$ cat src/rtl/uart_mem_bridge_pkg.sv
// Shared definitions for the UART memory bridge.
//   br_state_t      : bridge FSM states
//   *_LEN_*         : packet lengths (bytes sent / bytes expected back)
//   DEFAULT_ACK_BYTE: byte the host returns to acknowledge a store
//   pkt_byte()      : selects byte N of the outgoing request packet
package uart_mem_bridge_pkg;

  typedef enum logic [1:0] {
    BR_IDLE = 2'd0,
    BR_SEND = 2'd1,
    BR_RECV = 2'd2,
    BR_DONE = 2'd3
  } br_state_t;

  localparam logic [3:0] SEND_LEN_LOAD  = 4'd5;
  localparam logic [3:0] SEND_LEN_STORE = 4'd9;
  localparam logic [3:0] RECV_LEN_LOAD  = 4'd4;
  localparam logic [3:0] RECV_LEN_STORE = 4'd1;

  localparam logic [7:0] DEFAULT_ACK_BYTE = 8'hA5;

  // Packet layout: header, address LSB first, then store data LSB first.
  function automatic logic [7:0] pkt_byte(input logic [3:0]  idx,
                                          input logic        we,
                                          input logic [3:0]  mask,
                                          input logic [31:0] addr,
                                          input logic [31:0] wdata);
    logic [7:0] b;
    case (idx)
      4'd0:    b = {mask, 3'b000, we};
      4'd1:    b = addr[7:0];
      4'd2:    b = addr[15:8];
      4'd3:    b = addr[23:16];
      4'd4:    b = addr[31:24];
      4'd5:    b = wdata[7:0];
      4'd6:    b = wdata[15:8];
      4'd7:    b = wdata[23:16];
      4'd8:    b = wdata[31:24];
      default: b = 8'h00;
    endcase
    return b;
  endfunction

endpackage

$ cat src/rtl/uart_mem_bridge.sv
// uart_mem_bridge: serialises one CPU load/store request into a byte packet
// for uart_trans, then deserialises the host reply into a one-cycle response.
// Ports:
//   CLK, RST                      clock, asynchronous active-high reset
//   req_valid/req_ready           request handshake (ready only when idle)
//   req_we/req_mask/req_addr/req_wdata  request fields, registered on accept
//   resp_valid/resp_err/resp_rdata      one-cycle completion, error flag, load data
//   send_flag/send_data/sendable  push side of the uart_trans send FIFO
//   recv_flag/recv_data/receivable pop side of the uart_trans receive FIFO
module uart_mem_bridge
  import uart_mem_bridge_pkg::*;
#(
  parameter int unsigned TIMEOUT  = 1000000,
  parameter logic [7:0]  ACK_BYTE = DEFAULT_ACK_BYTE
) (
  input  logic        CLK,
  input  logic        RST,
  input  logic        req_valid,
  output logic        req_ready,
  input  logic        req_we,
  input  logic [3:0]  req_mask,
  input  logic [31:0] req_addr,
  input  logic [31:0] req_wdata,
  output logic        resp_valid,
  output logic        resp_err,
  output logic [31:0] resp_rdata,
  output logic        send_flag,
  output logic [7:0]  send_data,
  input  logic        sendable,
  output logic        recv_flag,
  input  logic [7:0]  recv_data,
  input  logic        receivable
);

  br_state_t   state, state_next;

  logic        we_r;
  logic [3:0]  mask_r;
  logic [31:0] addr_r;
  logic [31:0] wdata_r;

  logic [3:0]  idx;
  logic [3:0]  idx_inc;
  logic        gap;          // idle cycle after each push/pop so FIFO flags settle
  logic [31:0] tcnt;
  logic        bad_ack;
  logic        accept;
  logic        timeout_hit;
  logic [3:0]  send_len;
  logic [3:0]  recv_len;

  assign send_len = we_r ? SEND_LEN_STORE : SEND_LEN_LOAD;
  assign recv_len = we_r ? RECV_LEN_STORE : RECV_LEN_LOAD;
  assign idx_inc  = idx + 4'd1;

  always_ff @(posedge CLK or posedge RST) begin
    if (RST) state <= BR_IDLE;
    else     state <= state_next;
  end

  always_comb begin
    state_next  = state;
    accept      = 1'b0;
    timeout_hit = 1'b0;
    send_flag   = 1'b0;
    recv_flag   = 1'b0;
    req_ready   = (state == BR_IDLE);
    resp_valid  = (state == BR_DONE);
    case (state)
      BR_IDLE: begin
        if (req_valid) begin
          accept     = 1'b1;
          state_next = BR_SEND;
        end
      end
      BR_SEND: begin
        if (!gap && idx != send_len && sendable) send_flag = 1'b1;
        else if (gap && idx == send_len)         state_next = BR_RECV;
      end
      BR_RECV: begin
        if (!gap && idx != recv_len && receivable) begin
          recv_flag = 1'b1;
        end else if (gap && idx == recv_len) begin
          state_next = BR_DONE;
        end else if (TIMEOUT != 0 && tcnt >= TIMEOUT - 1) begin
          timeout_hit = 1'b1;
          state_next  = BR_DONE;
        end
      end
      BR_DONE: state_next = BR_IDLE;
      default: state_next = BR_IDLE;
    endcase
  end

  // Request fields are pure data: captured on accept, never reset.
  always_ff @(posedge CLK) begin
    if (accept) begin
      we_r    <= req_we;
      mask_r  <= req_mask;
      addr_r  <= req_addr;
      wdata_r <= req_wdata;
    end
  end

  always_ff @(posedge CLK or posedge RST) begin
    if (RST) begin
      idx        <= 4'd0;
      gap        <= 1'b0;
      tcnt       <= 32'd0;
      bad_ack    <= 1'b0;
      resp_err   <= 1'b0;
      resp_rdata <= 32'd0;
      send_data  <= 8'd0;
    end else begin
      case (state)
        BR_IDLE: begin
          if (accept) begin
            idx       <= 4'd0;
            gap       <= 1'b0;
            tcnt      <= 32'd0;
            bad_ack   <= 1'b0;
            resp_err  <= 1'b0;
            // Header is presented straight from the request port so it is
            // ready on the first SEND cycle.
            send_data <= {req_mask, 3'b000, req_we};
          end
        end
        BR_SEND: begin
          if (send_flag) begin
            idx       <= idx_inc;
            gap       <= 1'b1;
            send_data <= pkt_byte(idx_inc, we_r, mask_r, addr_r, wdata_r);
          end else begin
            gap <= 1'b0;
            if (state_next == BR_RECV) begin
              idx  <= 4'd0;
              tcnt <= 32'd0;
            end
          end
        end
        BR_RECV: begin
          if (recv_flag) begin
            if (we_r) bad_ack <= (recv_data != ACK_BYTE);
            else      resp_rdata[{idx[1:0], 3'b000} +: 8] <= recv_data;
            idx  <= idx_inc;
            gap  <= 1'b1;
            // Reload to 1: the pop cycle itself counts toward the next wait.
            tcnt <= 32'd1;
          end else begin
            gap <= 1'b0;
            if (state_next == BR_DONE) begin
              idx      <= 4'd0;
              resp_err <= bad_ack | timeout_hit;
            end else begin
              tcnt <= tcnt + 32'd1;
            end
          end
        end
        BR_DONE: begin
          idx <= 4'd0;
          gap <= 1'b0;
        end
        default: ;
      endcase
    end
  end

endmodule

$ cat config.mk
export PLATFORM = sky130hd
export DESIGN_NAME = uart_mem_bridge
export DESIGN_NICKNAME = d
export VERILOG_FILES = /design/src/rtl/uart_mem_bridge_pkg.sv /design/src/rtl/uart_mem_bridge.sv
export SDC_FILE = /design/constraint.sdc
export NUM_CORES = 1
export LEC_CHECK = 0
export ABC_AREA = 1
export BUFFER_PORTS_ARGS = -buffer_cell sky130_fd_sc_hd__buf_2
export CAP_MARGIN = 10
export CELL_PAD_IN_SITES_DETAIL_PLACEMENT = 0
export CELL_PAD_IN_SITES_GLOBAL_PLACEMENT = 1
export CORE_AREA = 4 4 118 233
export CTS_BUF_LIST = sky130_fd_sc_hd__clkbuf_16
export DETAILED_ROUTE_END_ITERATION = 10
export DIE_AREA = 0 0 122 237
export GPL_TIMING_DRIVEN = 0
export HOLD_SLACK_MARGIN = 0.03
export PLACE_DENSITY_LB_ADDON = 0.1
export SLEW_MARGIN = 0
export SYNTH_ARGS = -nofsm -noshare
export SYNTH_HDL_FRONTEND = slang
export SYNTH_SLANG_ARGS = --single-unit
$ cat constraint.sdc
create_clock -name CLK -period 4.15 [get_ports CLK]
set_input_delay 0.415 -clock CLK [delete_from_list [all_inputs] [get_ports CLK]]
set_output_delay 0.415 -clock CLK [all_outputs]
set_load 0.02 [all_outputs]
==> results.txt <==
CTS Sinks = 150
postcts setup bufs = 0
Vias/cell = 4.72
H-tree Lvls = 4
Post-synth EDFFs = 69
die area = 28900 um^2
Final setup viols = 0
Synth Warn # = 0
Final period util = 0.874
I/O Pins = 127
register share of total power = 0.396
clock latency on the worst-skew pair = 0.43 ns
final worst clock skew = 0.00754 ns
Synth Flop Type = dfrtp_1
Startpoint Class = register
Fmax = 276 MHz
R2R Setup Slk = 1.25 ns
Root Buffer = clkbuf_16
DPL Wire Length = 20300 um
Unique masters post-synth = 45
NumNets Final = 1114
n_diodes = 0
post-synth top area share = 0.273
first-pass GRT wire length = 39600 um
register bit total from synthesis = 150
status = completed
Hold Buf Count CTS = 1
GRT Total Usage = 0.185
PortBufs = 126
post-route ant nets = 0
Switch Pwr = 1.70 mW
Synth Area per Inst = 8.72 um^2
largest net degree at the start of global routing = 56
RSZ-0062 raised after global routing = no
leakage power = 4.36 nW
Worst Max-Slew Pin Slew = 0.910 ns
Cells after Synth = 872
Post-Route WL = 25700 um
Sw Share = 0.360
Final Util = 0.362
Synth area leaders = edfxtp_1, dfrtp_1, nand2_1, nand3_1, nor2_1
CTS tree = yes
Crit Path Category = reg -> out
syn nets = 966
post-CTS sizing = 0
Die Y = 237 um
Finished Layout Cells = 1373
drt drc = 0
Syn Std Cell Area = 7600 um^2
Core ar. = 25700 um^2
Pint = 3.02 mW
Power Density = 507 nW/um^2
clock buffer depth = 2
VDD IR max = 0.456 mV
area leader, netlist = edfxtp_1
design area = 9300 um^2
setup TNS = 0 ns
Hold Crit Depth = 1
layout cell share with drive strength beyond 1 = 0.190
Cell Area, Placed = 8710 um^2
clock buffer count from CTS = 17
Worst Hold Class = in -> reg
RePlAce Congestion = 0.954
worst r2r src = state[0]
die width = 122 um
Max Slew Vio Count = 0
Post-synth ARST share = 0.540
FF-to-FF End = tcnt[10]
via count = 6484
routed len/inst = 18.7 um
worst setup margin = 0.522 ns
worst path required time = 3.73 ns
placed insts = 1340
DR pass1 iterations = 6
gr ovfl total = 0
minimum clock period after layout = 3.63 ns
Seq/Total Area, Yosys = 0.539
Clock Power Share = 0.330
critical path peak fanout = 10
relative slew slack = 0.388
filler instances = 2822
Crit. Startpoint = state[0]
combinational share of power = 0.274
Final Hold Violating Endpoints = 0
worst slack at placement = 0.913 ns
clock-pin slew on the worst setup and hold paths = 0.07 ns
Worst setup EP type = output port
Setup crit end = recv_flag
initial antenna violation count = 0
area growth from synthesis to layout = 22.3%
Site Rows = 83
Max Cap Violations = 0
Critical Path AT = 3.21 ns
FF-to-FF path depth = 10
number of global-route vias before repair = 6902
Detailed Route Iter0 Violations = 237
starting density of the core = 0.296
## worst max-delay path, cell delays in order, from the launching register on
cell	delay [ns]
dfrtp_1	0.42
inv_1	0.11
ha_1	0.15
clkbuf_1	0.39
inv_2	0.23
nor2_1	0.37
buf_2	0.31
buf_1	0.52
buf_2	0.28
## layout by cell type (no fill, tap or decap), drive strengths merged, types with 2 or more instances in the layout
| cell | n |
|---|---|
| o21bai | 2 |
| xor2 | 14 |
| bufinv | 2 |
| nor2 | 88 |
| nor4 | 5 |
| nand3 | 65 |
| clkinvlp | 2 |
| o21ai | 28 |
| nand4 | 46 |
| nand2 | 268 |
| a22o | 4 |
| inv | 74 |
| a221oi | 3 |
| ha | 12 |
| clkinv | 6 |
| xnor2 | 10 |
| o31ai | 2 |
| nor3 | 36 |
| dfrtp | 81 |
| o211ai | 2 |
| a21oi | 29 |
| buf | 141 |
| or2 | 4 |
| edfxtp | 69 |
| clkbuf | 30 |
## layout make-up
class | count | area, um^2 | share of cell area
Timing Repair Buffer | 129 | 688 | 0.0740
Clock buffer | 17 | 425 | 0.0458
Sequential cell | 150 | 4100 | 0.441
Buffer | 26 | 129 | 0.0139
Tap cell | 340 | 425 | 0.0458
Multi-Input combinational cell | 627 | 3120 | 0.335
Inverter | 69 | 262 | 0.0281
Clock inverter | 15 | 153 | 0.0164
## cells in the mapped netlist, drive strengths merged (4+ instances only)
| cell | count |
|---|---|
| o21ai | 28 |
| clkbuf | 13 |
| nand2 | 268 |
| edfxtp | 69 |
| dfrtp | 81 |
| a21oi | 29 |
| buf | 13 |
| ha | 12 |
| or2 | 4 |
| xor2 | 14 |
| nand3 | 65 |
| inv | 68 |
| xnor2 | 10 |
| a22o | 4 |
| nand4 | 46 |
| nor2 | 88 |
| nor3 | 36 |
| nor4 | 5 |
## worst min path at each step
stage                             from            end
after global placement    send_data[1]   send_data[1]
after CTS                 req_addr[27]     addr_r[27]
after detailed placement           RST  resp_rdata[0]
after global routing      req_addr[19]     addr_r[19]
final                     req_addr[19]     addr_r[19]
after floorplan               tcnt[14]       tcnt[14]
## power groups by stage
stage          registers (mW)  logic (mW)  clock network, mW
2_1_floorplan            1.93       0.787                  0
3_3_place_gp             1.91        1.31                  0
3_5_place_dp             1.90        1.33                  0
4_1_cts                  1.87        1.33               1.61
5_1_grt                  1.89        1.45               1.67
6_report                 1.87        1.29               1.56
## state kept, by name (all words and copies together), names as in the netlist, 2 cells and up
register / count
addr_r: 32
state: 2
idx: 4
send_data: 8
tcnt: 32
wdata_r: 32
mask_r: 4
resp_rdata: 32
## logic make-up (layout without fill, tap and decap cells)
family / count (synthesis) / in the layout / synth area share
buffers and inverters: 95 / 256 / 0.0510
DFF: 150 / 150 / 0.539
AOI/OAI and AO/OA: 74 / 74 / 0.0576
xor gates and xnor gates: 24 / 24 / 0.0276
and+or+nand+nor: 517 / 517 / 0.305
adders and majority gates: 12 / 12 / 0.0197
## stage by stage
stage | hold slack [ns] | power, mW
after floorplan | 0.483 | 2.72
after global placement | 0.460 | 3.22
after detailed placement | 0.448 | 3.22
after CTS | 0.123 | 4.81
after global routing | 0.123 | 5.00
final | 0.148 | 4.71
## per-layer routing
layer	up-vias	global-route usage	wire length, um
li1	3226	-	-
met3	43	0.0368	816
met4	0	0.0830	997
met5	-	0	0
met2	131	0.377	15700
met1	3084	0.167	8220
Power figures use the tool's default switching activity.
